## config.mk

```make
export PLATFORM = sky130hd
export DESIGN_NAME = hazard_sb
export DESIGN_NICKNAME = d
export VERILOG_FILES = /design/src/rtl/hazard_sb_pkg.sv /design/src/rtl/md_busy_ctr.sv /design/src/rtl/hazard_sb.sv
export SDC_FILE = /design/constraint.sdc
export NUM_CORES = 1
export LEC_CHECK = 0
export ABC_AREA = 0
export ABC_CLOCK_PERIOD_IN_PS = 2110
export CAP_MARGIN = 20
export CORE_AREA = 2 2 171 173
export DETAILED_ROUTE_END_ITERATION = 8
export DIE_AREA = 0 0 173 175
export GPL_TIMING_DRIVEN = 0
export PLACE_DENSITY = 0.54
export SLEW_MARGIN = 20
export SYNTH_ARGS = -nofsm -noshare
export SYNTH_HDL_FRONTEND = slang
export SYNTH_HIERARCHICAL = 1
export SYNTH_SLANG_ARGS = --single-unit
```

## constraint.sdc

```tcl
create_clock -name clk -period 2.11 [get_ports clk]
set_input_delay 0.422 -clock clk [delete_from_list [all_inputs] [get_ports clk]]
set_output_delay 0.422 -clock clk [all_outputs]
set_load 0.1 [all_outputs]
```

## src/rtl/hazard_sb_pkg.sv

```systemverilog
// Shared constants for the scoreboard hazard unit: default widths,
// Tnew encodings and default MDU latencies.
package hazard_sb_pkg;

    localparam int DATA_W_DEF      = 32;
    localparam int RA_W_DEF        = 5;
    localparam int TNEW_W_DEF      = 2;

    // Tnew encodings seen from the E stage
    localparam int TNEW_NOW        = 0;  // lui / jal: result already on the E wd bus
    localparam int TNEW_ALU        = 1;  // ALU result lands on the M wd bus
    localparam int TNEW_LOAD       = 2;  // load data lands on the W wd bus

    // Default MDU busy times
    localparam int MULT_CYCLES_DEF = 5;
    localparam int DIV_CYCLES_DEF  = 10;

    // Counter width able to hold the longer of the two MDU latencies
    function automatic int cnt_width(input int a, input int b);
        int m;
        m = (a > b) ? a : b;
        return $clog2(m + 1);
    endfunction

endpackage

```

## src/rtl/md_busy_ctr.sv

```systemverilog
// MDU busy counter: loads the mult/div latency on a start, then counts
// down to zero. Freeze holds the count; reset aborts it.
module md_busy_ctr
    import hazard_sb_pkg::*;
#(
    parameter int CNT_W       = 4,
    parameter int MULT_CYCLES = MULT_CYCLES_DEF,
    parameter int DIV_CYCLES  = DIV_CYCLES_DEF
) (
    input  logic clk,
    input  logic reset,
    input  logic freeze,
    input  logic start,
    input  logic div,
    output logic busy
);

    logic [CNT_W-1:0] cnt;

    // Load on start, otherwise count down towards zero; freeze holds.
    always_ff @(posedge clk) begin
        if (!reset) begin
            cnt <= '0;
        end else if (!freeze) begin
            if (start) begin
                cnt <= div ? CNT_W'(DIV_CYCLES) : CNT_W'(MULT_CYCLES);
            end else if (cnt != '0) begin
                cnt <= cnt - 1'b1;
            end
        end
    end

    assign busy = (cnt != '0);

endmodule

```

## src/rtl/hazard_sb.sv

```systemverilog
// Scoreboard hazard/forwarding unit for the 5-stage pipeline. Keeps a
// shadow copy of destination/Tnew/source fields for E, M and W, forwards
// operands to D, E and M, and raises stall on data or MDU hazards.
module hazard_sb
    import hazard_sb_pkg::*;
#(
    parameter int DATA_W      = DATA_W_DEF,
    parameter int RA_W        = RA_W_DEF,
    parameter int TNEW_W      = TNEW_W_DEF,
    parameter int MULT_CYCLES = MULT_CYCLES_DEF,
    parameter int DIV_CYCLES  = DIV_CYCLES_DEF
) (
    input  logic              clk,
    input  logic              reset,
    input  logic              freeze,
    input  logic [RA_W-1:0]   D_rs,
    input  logic [RA_W-1:0]   D_rt,
    input  logic [TNEW_W-1:0] D_tuse_rs,
    input  logic [TNEW_W-1:0] D_tuse_rt,
    input  logic [RA_W-1:0]   D_wa,
    input  logic [TNEW_W-1:0] D_tnew,
    input  logic              D_md_start,
    input  logic              D_md_div,
    input  logic              D_md_use,
    input  logic [DATA_W-1:0] D_rs_o,
    input  logic [DATA_W-1:0] D_rt_o,
    input  logic [DATA_W-1:0] E_rs_o,
    input  logic [DATA_W-1:0] E_rt_o,
    input  logic [DATA_W-1:0] M_rt_o,
    input  logic [DATA_W-1:0] E_wd,
    input  logic [DATA_W-1:0] M_wd,
    input  logic [DATA_W-1:0] W_wd,
    output logic [DATA_W-1:0] D_rs_m,
    output logic [DATA_W-1:0] D_rt_m,
    output logic [DATA_W-1:0] E_rs_m,
    output logic [DATA_W-1:0] E_rt_m,
    output logic [DATA_W-1:0] M_rt_m,
    output logic              stall,
    output logic              md_busy
);

    localparam logic [TNEW_W-1:0] TUSE_NONE = {TNEW_W{1'b1}};
    localparam int                CNT_W     = cnt_width(MULT_CYCLES, DIV_CYCLES);

    // Shadow slots
    logic [RA_W-1:0]   e_wa, e_rs, e_rt;
    logic [TNEW_W-1:0] e_tnew;
    logic              e_md_start, e_md_div;
    logic [RA_W-1:0]   m_wa, m_rt;
    logic [TNEW_W-1:0] m_tnew;
    logic [RA_W-1:0]   w_wa;

    logic data_stall, md_stall;

    // Tnew never goes below zero once the result is available
    function automatic logic [TNEW_W-1:0] sat_dec(input logic [TNEW_W-1:0] x);
        return (x == '0) ? '0 : x - 1'b1;
    endfunction

    // Nearest-younger-slot forwarding; a slot wa of 0 never matches since
    // address 0 is answered first, so callers pass '0 for slots they skip.
    function automatic logic [DATA_W-1:0] fwd(
        input logic [RA_W-1:0]   a,
        input logic [RA_W-1:0]   ewa,
        input logic [RA_W-1:0]   mwa,
        input logic [RA_W-1:0]   wwa,
        input logic [DATA_W-1:0] ewd,
        input logic [DATA_W-1:0] mwd,
        input logic [DATA_W-1:0] wwd,
        input logic [DATA_W-1:0] raw
    );
        if (a == '0)        return '0;
        else if (a == ewa)  return ewd;
        else if (a == mwa)  return mwd;
        else if (a == wwa)  return wwd;
        else                return raw;
    endfunction

    // A used source stalls when the nearest producer in E or M is not ready in time
    function automatic logic src_stall(
        input logic [RA_W-1:0]   s,
        input logic [TNEW_W-1:0] tuse,
        input logic [RA_W-1:0]   ewa,
        input logic [TNEW_W-1:0] etnew,
        input logic [RA_W-1:0]   mwa,
        input logic [TNEW_W-1:0] mtnew
    );
        if (s == '0 || tuse == TUSE_NONE) return 1'b0;
        else if (s == ewa)                return etnew > tuse;
        else if (s == mwa)                return mtnew > tuse;
        else                              return 1'b0;
    endfunction

    // Advance the scoreboard: E takes D (or a bubble on stall), M and W shift
    always_ff @(posedge clk) begin
        if (!reset) begin
            e_wa       <= '0;
            e_rs       <= '0;
            e_rt       <= '0;
            e_tnew     <= '0;
            e_md_start <= 1'b0;
            e_md_div   <= 1'b0;
            m_wa       <= '0;
            m_rt       <= '0;
            m_tnew     <= '0;
            w_wa       <= '0;
        end else if (!freeze) begin
            if (stall) begin
                e_wa       <= '0;
                e_rs       <= '0;
                e_rt       <= '0;
                e_tnew     <= '0;
                e_md_start <= 1'b0;
                e_md_div   <= 1'b0;
            end else begin
                e_wa       <= D_wa;
                e_rs       <= D_rs;
                e_rt       <= D_rt;
                e_tnew     <= D_tnew;
                e_md_start <= D_md_start;
                e_md_div   <= D_md_div;
            end
            m_wa   <= e_wa;
            m_rt   <= e_rt;
            m_tnew <= sat_dec(e_tnew);
            w_wa   <= m_wa;
        end
    end

    md_busy_ctr #(
        .CNT_W       (CNT_W),
        .MULT_CYCLES (MULT_CYCLES),
        .DIV_CYCLES  (DIV_CYCLES)
    ) u_md_busy_ctr (
        .clk    (clk),
        .reset  (reset),
        .freeze (freeze),
        .start  (e_md_start),
        .div    (e_md_div),
        .busy   (md_busy)
    );

    // Forwarding muxes and stall decision
    always_comb begin
        D_rs_m = fwd(D_rs, e_wa, m_wa, w_wa, E_wd, M_wd, W_wd, D_rs_o);
        D_rt_m = fwd(D_rt, e_wa, m_wa, w_wa, E_wd, M_wd, W_wd, D_rt_o);
        E_rs_m = fwd(e_rs, '0,   m_wa, w_wa, E_wd, M_wd, W_wd, E_rs_o);
        E_rt_m = fwd(e_rt, '0,   m_wa, w_wa, E_wd, M_wd, W_wd, E_rt_o);
        M_rt_m = fwd(m_rt, '0,   '0,   w_wa, E_wd, M_wd, W_wd, M_rt_o);

        data_stall = src_stall(D_rs, D_tuse_rs, e_wa, e_tnew, m_wa, m_tnew)
                   | src_stall(D_rt, D_tuse_rt, e_wa, e_tnew, m_wa, m_tnew);
        md_stall   = (D_md_start | D_md_use) & (md_busy | e_md_start);
        stall      = reset & (data_stall | md_stall);
    end

endmodule

```

# [Word level (Yosys, flattened, before mapping)]
# Index checks and enable logic that the tools add are counted.
# Widths: inputs -> output; s select.
[word_totals] reg_bits=40 inputBits=283 out_inout_bits=162
[classes] addsub=2 order_cmp=4 n_eq_ne=13 mux=32 n_bitwise=7 n_reduce_logical=11
[op_table] operator="$mux 32" n=16
[op_table] operator="$eq 5x5->1" n=11
[op_table] operator="$logic_not 5->1" n=5
[op_table] operator="$mux 5" n=3
[op_table] operator="$mux 4" n=3
[op_table] operator="$gt 2x2->1" n=4
[op_table] operator="$mux 1" n=8
[op_table] operator="$eq 2x2->1 const B" n=2
[op_table] operator="$mux 2" n=2
[op_table] operator="$or 1x1->1" n=4
[op_table] operator="$reduce_bool 4->1" n=1
[op_table] operator="$sub 4x1->4 const B" n=1
[op_table] operator="$and 1x1->1" n=2
[op_table] operator="$logic_not 2->1" n=1
[op_table] operator="$logic_or 1x1->1" n=2
[op_table] operator="$reduce_and 2->1" n=1
[op_table] operator="$reduce_bool 2->1" n=1
[op_table] operator="$sub 2x1->2 const B" n=1
[op_table] operator="$not 1->1" n=1

# [Depth between registers and ports, before layout]
# Gate-level depths: netlist of the first run.
[logic_depth] ltp_word=8 ltp_mapped=9

# [By module]
# The synthesis of the first run kept the hierarchy.
[by_module_without_submodules] mod="hazard_sb" instances=1 cells_each=855 area_each_um2=6219.7
[by_module_without_submodules] mod="md_busy_ctr" instances=1 cells_each=30 area_each_um2=269.0

# [Worst setup path after synthesis of the first run]
# OpenSTA, ideal clock, no wires.
[synth_timing] path_kind="flip-flop to output port" from="register w_wa[0]" to="output E_rt_m[10]" arrival_ps=3592 slack_ps=-1904 stages_incl_launch_ff=8 n_path_buf=2 path_cell_list="dfxtp_1 -> buf_2 -> xor2_1 -> nor3_1 -> nand3_1 -> buf_2 -> mux2i_1 -> a211oi_1"
[synth_via] elab_chain_cells=4
[synth_rtl] element="from (decl)" line_no="hazard_sb.sv:51" text="logic [RA_W-1:0] w_wa;"
[synth_rtl] element="from (signal assigned)" line_no="hazard_sb.sv:126" text="w_wa <= m_wa;"
[synth_rtl] element="$eq 5x5->1" line_no="hazard_sb.sv:75" text="else if (a == wwa) return wwd;"
[synth_rtl] element="$mux 32" line_no="hazard_sb.sv:75"
[synth_rtl] element="$mux 32" line_no="hazard_sb.sv:74" text="else if (a == mwa) return mwd;"
[synth_rtl] element="$mux 32" line_no="hazard_sb.sv:72" text="if (a == '0) return '0;"
[synth_rtl] element="to (decl)" line_no="hazard_sb.sv:36" text="output logic [DATA_W-1:0] E_rt_m,"
# No other way between the ends.

# [Worst setup path in the final report of the first run]
[layout_timing] from="register w_wa[2]" to="output D_rs_m[27]"
[layout_via] elab_chain_cells=5
[layout_rtl] element="$eq 5x5->1" line_no="hazard_sb.sv:75"
[layout_rtl] element="$mux 32" line_no="hazard_sb.sv:75"
[layout_rtl] element="$mux 32" line_no="hazard_sb.sv:74"
[layout_rtl] element="$mux 32" line_no="hazard_sb.sv:73" text="else if (a == ewa) return ewd;"
[layout_rtl] element="$mux 32" line_no="hazard_sb.sv:72"
[layout_rtl] element="to (decl)" line_no="hazard_sb.sv:33" text="output logic [DATA_W-1:0] D_rs_m,"
# No other way between the ends.

==> results by group, run 1 <==
Status
  – Status: complete, but fails checks
  – Violated checks: negative setup slack

Routing
  – Antenna-violating nets left: 0
  – WL final: 46800 microns
  – Initial drt markers: around 500
  – Wirelength per Cell: around 26 microns
  – Post-route DRC violation count: 0
  – Vias: between 9000 and 10000
  – Initial DRT Pass Iterations: 5
  – Vias per cell: 5.19

Floorplanning
  – Ports: 445
  – Initial Util: 22.9%
  – Die Span Y: 175 microns
  – Total core area: around 0.028 sq mm
  – Die area: 0.0303 sq mm
  – Core Rows: 62
  – Die width: roughly 170 microns

Logic synthesis
  – Cell type with the largest total area after synthesis: mux2i_1
  – Synth Warn #: 6
  – Mux share of post-synthesis cell area: between 20% and 30%
  – Cell area after synthesis: 0.00649 sq mm
  – Post-synth top flop: dfxtp_1
  – Largest family of logic cells by synthesized area: multiplexers
  – Yosys cell types: 44
  – Most common cell in the synthesized netlist: mux2i_1
  – Post-synthesis average cell area: 7.33 sq um
  – Synth cell count leaders: 175 x mux2i_1, 169 x nor2_1, 70 x a21oi_1, 66 x a211oi_1, 64 x a22o_1
  – Adder and majority gate portion of the synthesized area: 1.93%
  – Synth top area share: 27.0%
  – Syn Nets: 1178
  – Synth Area in Compound Gates: 25.4%
  – Post-synthesis cell count: ~890
  – #FFs+latches synth: 40
  – Post-Synth XOR/XNOR Area: 7.42%
  – Simple-gate portion of the synthesized area: 18.7%
  – Seq/Total Area, Yosys: between 10% and 20%
  – Top cells by area in the synthesized netlist: mux2i_1 27%, dfxtp_1 12%, nor2_1 9.8%, a22o_1 8.6%, a211oi_1 7.6%
  – Async S/R FF share, synth: 0%
  – Post-synth EDFFs: 0

Global route
  – Vias in the first global route: 9128
  – Grt ovf: 0
  – Initial antenna violation count: 8
  – Largest net degree at the start of global routing: 13
  – Global-route wire length before repair: 63500 microns
  – Tot GR Track Use: 27.6%

STA
  – Setup Viol. Count Final: between 150 and 200
  – Crit share post-route: 126%
  – Maximum achievable frequency: 375 MHz
  – Final worst slack: -0.558 ns
  – Final Hold Vio Count: 0
  – Worst Tran Pin Value: roughly 0.54 ns
  – Final min period: 2.67 ns
  – Unrepaired setup endpoints after global routing: true
  – Pins Over Slew Limit: 0
  – Rel. slew slack: 63.8%
  – Clk_skew: 0.00577 ns
  – Fin Setup TNS: -71.53 ns

Placed design
  – Area after DPL: 0.0135 sq mm
  – Placed wire-length estimate: 34800 microns
  – GPL Wtd Cong: 0.920
  – # port buffers: around 440

Clock network
  – H-tree depth: 2
  – Clk slew on worst S/H paths: 0.06 ns
  – CTS max path bufs: 2
  – Clk sinks: 40
  – TritonCTS Buffers: 5
  – Clock latency on the worst-skew pair: 0.28 ns
  – Post-CTS Hold Buffers: 0
  – Root Buffer: clkbuf_16
  – CTS tree: yes

Worst setup path
  – Crit Path Class: reg2out
  – WP buf/inv: 4
  – CP Data Arrival Time: approximately 2.3 ns
  – Cell family with most CP delay: buffers and inverters
  – CP Max Fanout: 6
  – CP Cell Sequence: xor2_1, nor3_4, buf_12, buf_6, clkbuf_16, mux2i_2, a21oi_2, a22o_4, buf_12
  – Critical Path Sink Type: primary output
  – Most frequent CP cell: buf_12
  – Critical path's slowest cell: dfxtp_2
  – CP Launch Type: flip-flop
  – Max incr delay on CP: approximately 0.38 ns
  – CP required: 1.69 ns

Cells and area
  – Fill cells: 2307
  – Layout area overhead: 172%
  – Seq. cell area: between 800 and 900 sq um
  – Cell area after layout: between 0.015 and 0.02 sq mm
  – Fraction of layout instances using a drive strength above 1: around half
  – Final net count: 1693
  – Area occupied by multi-input gates: roughly 0.0081 sq mm

Pwr
  – P_leak: 0.00679 uW
  – Max VDD drop: 0.00111 V
  – Cell area power density: 1450 mW/mm^2

Run
  – Max Cap Viol: 0

Worst hold path
  – Min-delay worst type: in2reg
[worst reg2reg max path: stages (launching register included)]
cell	delay [ns]
dfxtp_2	0.32
buf_8	0.14
xor2_2	0.17
nor3_2	0.18
nand3_2	0.17
buf_4	0.18
nand3b_1	0.15
nand4_1	0.16
buf_6	0.12
buf_4	0.17
o21ai_1	0.09
[flip-flops by register name (all words and copies together), names as in the netlist]
| signal | cells |
|---|---|
| u_md_busy_ctr/cnt | 4 |
| w_wa | 5 |
| e_rt | 5 |
| e_md_start | 1 |
| e_md_div | 1 |
| e_rs | 5 |
| m_tnew | 2 |
| m_rt | 5 |
| e_wa | 5 |
| m_wa | 5 |
| e_tnew | 2 |
[timing repair]
item,4_1_cts,5_1_grt
gates resized for setup,1346,553
endpoints found under the setup margin,181,191
pin swaps,36,86
setup buffers,23,30
cloned,6,17
[cell usage in the layout, fill, tap and decap left out, types with 31 or more instances in the layout]
cell	netlist	routed
buf_6	3	31
clkdlybuf4s50_1	0	268
mux2i_1	175	111
nor2_1	169	91
a211oi_4	0	64
mux2i_2	0	45
buf_4	1	37
nor2_4	0	56
buf_12	0	179
a22o_4	0	64
a21oi_2	0	43
[cells by family after synthesis]
family | Yosys count
buffers and inverters | 100
xor gates and xnor gates | 55
adders and majority gates | 10
AOI/OAI and AO/OA | 239
muxes | 175
DFF | 40
and+or+nand+nor | 266
[layout make-up]
cell class | instances | share of cell area [%]
Tap cell | 384 | 2.73
Sequential cell | 40 | 4.81
Buffer | 79 | 6.26
Clock inverter | 1 | 0.170
Inverter | 12 | 0.256
Timing Repair Buffer | 515 | 39.0
Multi-Input combinational cell | 747 | 45.8
Clock buffer | 7 | 0.866
Antenna cell | 4 | 0.0568
[per-stage QoR]
stage / std cells / total power [uW] / setup WS (ns) / utilization [%] / hold slack (ns)
floorplan: 885 / 15300 / -0.520 / - / 0.463
global placement: 1711 / 19400 / -2.37 / 47.5 / 0.479
detailed placement: 1711 / 19500 / -2.45 / 47.5 / 0.480
CTS: 1745 / 22100 / -0.600 / 52.5 / 0.438
global route: 1786 / 26300 / -0.621 / 62.0 / 0.455
finish: 1789 / 25600 / -0.558 / 62.1 / 0.444
[report_power, final]
group,switching [uW],total (uW),internal (uW)
combinational,14500,23600,9080
clock,315,938,623
sequential,201,1090,886
total,15000,25600,10600
[per-layer routing]
metal  share of wire [%]  track usage, %  routed length [microns]  vias up
met5                0.12               0                       57        -
met1                  41            35.6                    19300     4618
met2                  50            47.8                    23400      352
met4                 2.7            6.00                     1270        8
met3                 5.9            5.29                     2740       78
li1                    -               -                        -     4220
[path summary, 6_finish.rpt]
check | startpoint | endpoint | slack (ns) | cells past startpoint
worst max register to register | m_wa[4]$_SDFFE_PN0N_ | e_rs[0]$_SDFFE_PN0N_ | 0.15 | 10
worst max-delay path | w_wa[2]$_SDFFE_PN0N_ | D_rs_m[27] | -0.56 | 9
worst min register to register | u_md_busy_ctr/cnt[1]$_SDFFE_PN0P_ | u_md_busy_ctr/cnt[1]$_SDFFE_PN0P_ | 0.49 | 2
worst min-delay path | D_rs[0] | e_rs[0]$_SDFFE_PN0N_ | 0.44 | 3
No activity file was read; power rests on OpenSTA's default activity.
==> run 2: changes to the inputs <==
SETUP_SLACK_MARGIN = 0.5   (was not set)
==> run 2 against run 1 <==
Compared with the run above:
- the run still ends with negative setup slack left
- sequential power fell by 4%
- via count up 1.2%
- global-route usage up 0.94 points
- utilization is 1.6 points higher
- first-iteration DRC count is 7.5% lower
- combinational power is essentially flat
- final cell count increased by 1.5%
- highest routed layer unchanged
==> results by group, run 2 (synthesis gave the netlist of run 1 again) <==
Clock network
  – Clk slew on worst S/H paths: 0.06 ns
  – TritonCTS Buffers: 5
  – CTS tree: yes
  – Clock latency on the worst-skew pair: between 0.2 and 0.3 ns
  – CTS max path bufs: 2
  – Clk sinks: 40
  – H-tree depth: 2
  – Root Buffer: clkbuf_16

Pwr
  – P_leak: ~0.0070 uW
  – Pwr Total: around 26000 uW
  – Max VDD drop: approximately 0.0014 V
  – Cell area power density: 1420 mW/mm^2

STA
  – Final min period: roughly 2.7 ns
  – Worst Tran Pin Value: 0.569 ns
  – Maximum achievable frequency: 364 MHz
  – Setup Viol. Count Final: around 160
  – Fin Setup TNS: -84.74 ns
  – Clk_skew: 0.00231 ns
  – Final Hold Vio Count: 0
  – Pins Over Slew Limit: 0
  – Rel. slew slack: 62.0%
  – WHS: 0.460 ns
  – Final worst slack: -0.639 ns
  – Unrepaired setup endpoints after global routing: true
  – Crit share post-route: 130%

Placed design
  – Placed wire-length estimate: between 30000 and 40000 microns
  – # port buffers: 442
  – Setup WS pre-CTS: -2.35 ns
  – # placed instances: 1711
  – GPL Wtd Cong: 0.875

Cells and area
  – Final cell count without fillers: 1815
  – Most common cell after layout, fill and taps aside: clkdlybuf4s50_1
  – Layout area overhead: 179%
  – Final net count: 1714
  – Fraction of layout instances using a drive strength above 1: 53.9%
  – Most frequent cells in the layout: 266 x clkdlybuf4s50_1, 184 x buf_12, 107 x mux2i_1, 79 x nor2_1, 75 x nor2_4

Worst hold path
  – Hold Path Depth: 3
  – Min-delay worst type: in2reg
  – Hold Crit Endpoint: e_rt[0]$_SDFFE_PN0N_
  – Worst hold start: D_rt[0]

Floorplanning
  – Ports: 445
  – Die width: 173 microns
  – Initial Util: 22.9%
  – Core Rows: 62
  – Die area: 0.0303 sq mm
  – Die Span Y: approximately 180 microns
  – Total core area: 0.0284 sq mm

Routing
  – Vias: 9391
  – WL final: 46000 microns
  – Initial DRT Pass Iterations: 4
  – Wirelength per Cell: 25.4 microns
  – Vias per cell: 5.17
  – Initial drt markers: 455
  – Antenna-violating nets left: 0
  – Post-route DRC violation count: 0

Status
  – Violated checks: negative setup slack
  – Status: complete, but fails checks

Worst setup path
  – Worst R2R Start: m_wa[0]$_SDFFE_PN0N_
  – CP Launch Type: flip-flop
  – Reg-to-Reg End: e_rs[4]$_SDFFE_PN0N_
  – Crit Path Class: reg2out
  – Critical Path Sink Type: primary output
  – CP required: around 1.7 ns
  – CP Max Fanout: 10
  – CP Data Arrival Time: 2.33 ns
  – Worst Reg-to-Reg Cells: 12
  – R2r setup slk: ~0.060 ns

Global route
  – Global-route wire length before repair: 65700 microns
  – Grt ovf: 0
  – Tot GR Track Use: 28.6%
  – Largest net degree at the start of global routing: 14
  – Vias in the first global route: 9586
  – Initial antenna violation count: 10

Run
  – Max Cap Viol: 0
[run 2: cell types whose count changed in the layout (fill, tap and decap cells not counted), sizes merged]
cell / change
buf: +10
clkdlybuf4s15: +2
clkinvlp: +1
clkdlybuf4s50: -2
dlygate4sd2: +2
clkbuf: +9
clkinv: +1
diode: +5
nand3: -2
[run 2: layer usage]
layer / part of all wire, % / vias up / track usage [%]
met5: 0.026 / - / 0
met4: 3.5 / 2 / 9.04
met3: 4.9 / 84 / 4.53
met2: 51 / 348 / 49.6
met1: 41 / 4670 / 36.2
li1: - / 4287 / -
[run 2: worst max-delay path by stage]
| stage | slack (ns) | end | cells after the start | from |
|---|---|---|---|---|
| floorplan | -0.52 | E_rt_m[23] | 7 | w_wa[4]$_SDFFE_PN0N_ |
| global route | -0.72 | M_rt_m[15] | 11 | w_wa[4]$_SDFFE_PN0N_ |
| detailed placement | -2.35 | D_rs_m[20] | 8 | D_rs[3] |
| CTS | -0.65 | D_rs_m[18] | 12 | w_wa[1]$_SDFFE_PN0N_ |
| finish | -0.64 | M_rt_m[15] | 11 | w_wa[4]$_SDFFE_PN0N_ |
| global placement | -2.35 | D_rs_m[20] | 8 | D_rs[3] |
[run 2: repair_timing]
item / CTS / global route
resized for setup: 1785 / 182
setup endpoints to repair: 198 / 198
setup buffers: 47 / 19
hold buffers: 0 / 0
gates cloned: 16 / 5
pin swaps: 87 / 51
endpoints found under the hold margin: 0 / 0
[run 2: stage by stage]
step                utilization (%)  cell area (sq um)
global route                   63.7              18100
detailed placement             47.4              13500
floorplan                         -               8560
CTS                            60.0              17000
finish                         63.7              18100
global placement               47.4              13500
[run 2: area by class of cell]
class | count | area [sq um]
well taps | 384 | 480
fillers | 2344 | 10300
inverters | 12 | 45.0
repair buffers | 529 | 7140
clock inverters | 3 | 42.5
clock buffers | 5 | 125
plain buffers | 88 | 1230
diodes | 9 | 22.5
multi-input cells | 745 | 8160
flip-flops and latches | 40 | 826
[run 2: critical path, cell delays in order, from the launching register on]
cell and delay [ns]:
dfxtp_2 0.31, buf_6 0.13, buf_6 0.11, buf_6 0.11, xor2_2 0.14, nor3_2 0.21
nand3_2 0.14, buf_8 0.18, buf_12 0.16, mux2i_4 0.20, nor2_4 0.14, buf_12 0.19
[run 2: report_power, final]
| part | switching, uW | internal, uW | leakage [uW] |
|---|---|---|---|
| clock | 311 | 556 | 0.0000799 |
| combinational | 14500 | 9160 | 0.00659 |
| sequential | 168 | 887 | 0.000333 |
| total | 15000 | 10600 | 0.00700 |
==> patch: new RTL, flow settings as in run 2 <==
Change the package constant `DIV_CYCLES_DEF` from 10 to 9.
--- a/src/rtl/hazard_sb_pkg.sv
+++ b/src/rtl/hazard_sb_pkg.sv
@@ -14,5 +14,5 @@
     // Default MDU busy times
     localparam int MULT_CYCLES_DEF = 5;
-    localparam int DIV_CYCLES_DEF  = 10;
+    localparam int DIV_CYCLES_DEF  = 9;
 
     // Counter width able to hold the longer of the two MDU latencies
Formal check against the unedited RTL: no difference found for any inputs over 4 cycles, from zero or initial values and one cycle with reset low; that may be too few to reach the edited logic, so the function may still have changed.
==> patch against run 2 <==
Sequential share of layout area barely moved; largest power group unchanged; highest routed layer unchanged; synthesized cell count increased by 0.45%; synthesized area barely moved; power is 7.8% higher; final area fell by 0.66%; critical endpoint is now D_rt_m[15]; setup slack worse by 0.0097 ns; wire length is 1.5% higher; cell count down 0.61%; global-route usage shrank 0.27 points; core utilization shrank 0.42 points; critical path depth unchanged; sequential cell count stayed put; the run still ends with setup timing left.
==> patch: results (changes against run 2) <==
Place
  – Placer congestion estimate: 0.885 (+1.2%)
  – Placed Area: 0.0135 mm2 (+0.20%)
  – Pre-CTS setup slack: -2.44 ns (-0.0942 ns)
  – PortBufs: 442 (unchanged)
  – Hpwl dp: 33700 um (-0.77%)
  – Placed insts: 1715 (+0.23%)

Setup path
  – Worst reg2reg startpoint: e_tnew[0]$_SDFFE_PN0N_
  – Worst R2R End: e_rt[1]$_SDFFE_PN0N_
  – Depth of the most critical reg-to-reg path: 9 (-3)
  – Worst-path maximum fanout: 6 (-4)
  – Reg2Reg Setup Slack: 0.14 ns (+0.08 ns)
  – Critical Path Start: w_wa[1]$_SDFFE_PN0N_

Power and ir drop
  – Sw Ratio: 58.6% (about the same)
  – Combinational power share: 93.0% (+0.5 points)
  – Peak supply drop: 1370 uV (-5.3%)
  – Lkg Pwr: 6.90 nW (-1.4%)
  – Register share of total power: 3.9% (-0.2 points)
  – Power Density: 1540 mW/mm2 (+8.5%)

STA
  – Slew HR: 63.6% (+1.6 points)
  – Setup ws final: -0.649 ns (-0.00967 ns)
  – Setup tns final: -83.60 ns (+1.14 ns)
  – Worst clock skew: 0.00507 ns (+0.00275 ns)
  – Hold slack: 0.453 ns (-0.00654 ns)
  – Setup violations, final: 161 (unchanged)

Route
  – Met3 routed WL: 2690 um (+20%)
  – Routed wire per std cell: 25.9 um (+2.1%)
  – Via-to-Cell Ratio: 5.21 (+0.62%)
  – Detailed Routing Iterations Pass 1: 5 (+1)
  – Post-Route M1 WL: 19000 um (+1.5%)
  – Metal2 WL: 23600 um (+0.99%)
  – Initial DRC Count: 510 (+12%)

Layout
  – FILL cells: 2318 (-1.1%)
  – Share of cells above drive strength 1: 51.9% (-2.0 points)
  – Finished Layout Cells: 1804 (-0.61%)
  – Final cell utilization of the core: 63.2% (-0.42 points)

Global route
  – Pin count of the biggest net entering global routing: 13 (-1)
  – First-pass GRT wire length: 65000 um (-1.1%)
  – M1 GR Usage: 36.1% (-0.069 points)
  – Initial antenna violation count: 6 (-4)
  – GRT Util Overall: 28.3% (-0.27 points)
  – Vias in the first global route: 9567 (-0.20%)
  – Met3 Use GR: 4.70% (+0.17 points)
  – Global Route met2 Usage: 49.5% (-0.13 points)

Outcome
  – Failing checks: setup timing
  – Outcome: complete, but fails checks

Yosys
  – Sequential area share after synthesis: 12.4% (about the same)
  – Largest cells by area after synthesis: mux2i_1 27%, dfxtp_1 12%, nor2_1 9.8%, a22o_1 8.6%, a211oi_1 7.5%
  – Post-synth ARST share: 0% (unchanged)
  – Synth cell count leaders: 175 x mux2i_1, 170 x nor2_1, 74 x a21oi_1
  – Count of different cell masters after synthesis: 42 (-4.5%)
  – Gate Count Post-Synth: 889 (+0.45%)
  – Syn Nets: 1182 (+0.34%)

Min path
  – Worst hold path type: input pin to flop
  – Hold Crit Endpoint: e_rs[0]$_SDFFE_PN0N_
  – Hold path start: D_rs[0]

Clock tree
  – Register clock-pin slew on the reported worst setup and hold paths: 0.06 ns (about the same)
  – CTS buffer count: 5 (unchanged)
## patch: kinds of logic (layout without fill, tap and decap cells)
family	count (synthesis)	count (layout)	synth area share [%]
adders and majority gates	10	10	1.93
AOI/OAI and AO/OA	236	236	24.9
DFF	40	40	12.4
buffers and inverters	101	627	7.24
xor gates and xnor gates	55	55	7.43
and+or+nand+nor	272	273	19.2
other	0	4	0
muxes	175	175	27.0
## patch: final cells by class
type	count	area share, %
Tap cell	384	2.68
Clock inverter	2	0.195
Buffer	88	6.67
Clock buffer	6	0.718
Multi-Input combinational cell	749	45.4
Sequential cell	40	4.59
Inverter	13	0.341
Timing Repair Buffer	518	39.4
Antenna cell	4	0.0557
## patch: timing repair
| item | CTS | global route |
|---|---|---|
| cloned | 11 | 15 |
| setup buffers | 38 | 13 |
| pin swaps | 57 | 92 |
| hold buffers | 0 | 0 |
| setup endpoints to repair | 198 | 198 |
| resized for setup | 1597 | 341 |
## patch: worst max-delay path, stage by stage, from the launching register on
cell,delay [ns]
dfxtp_2,0.31
buf_6,0.13
buf_4,0.14
xor2_2,0.17
nor3_2,0.14
nand3_2,0.12
buf_8,0.18
buf_12,0.15
mux2i_4,0.18
a21oi_2,0.17
a22o_4,0.17
buf_12,0.17
## patch: how the worst max path moves through the flow
stage | slack, ns | cells after the start | end
after floorplan | -0.52 | 7 | E_rt_m[23]
after global placement | -2.38 | 8 | D_rs_m[11]
after detailed placement | -2.44 | 8 | D_rs_m[11]
after CTS | -0.59 | 11 | D_rs_m[25]
after global routing | -0.71 | 11 | D_rt_m[25]
final | -0.65 | 11 | D_rt_m[15]
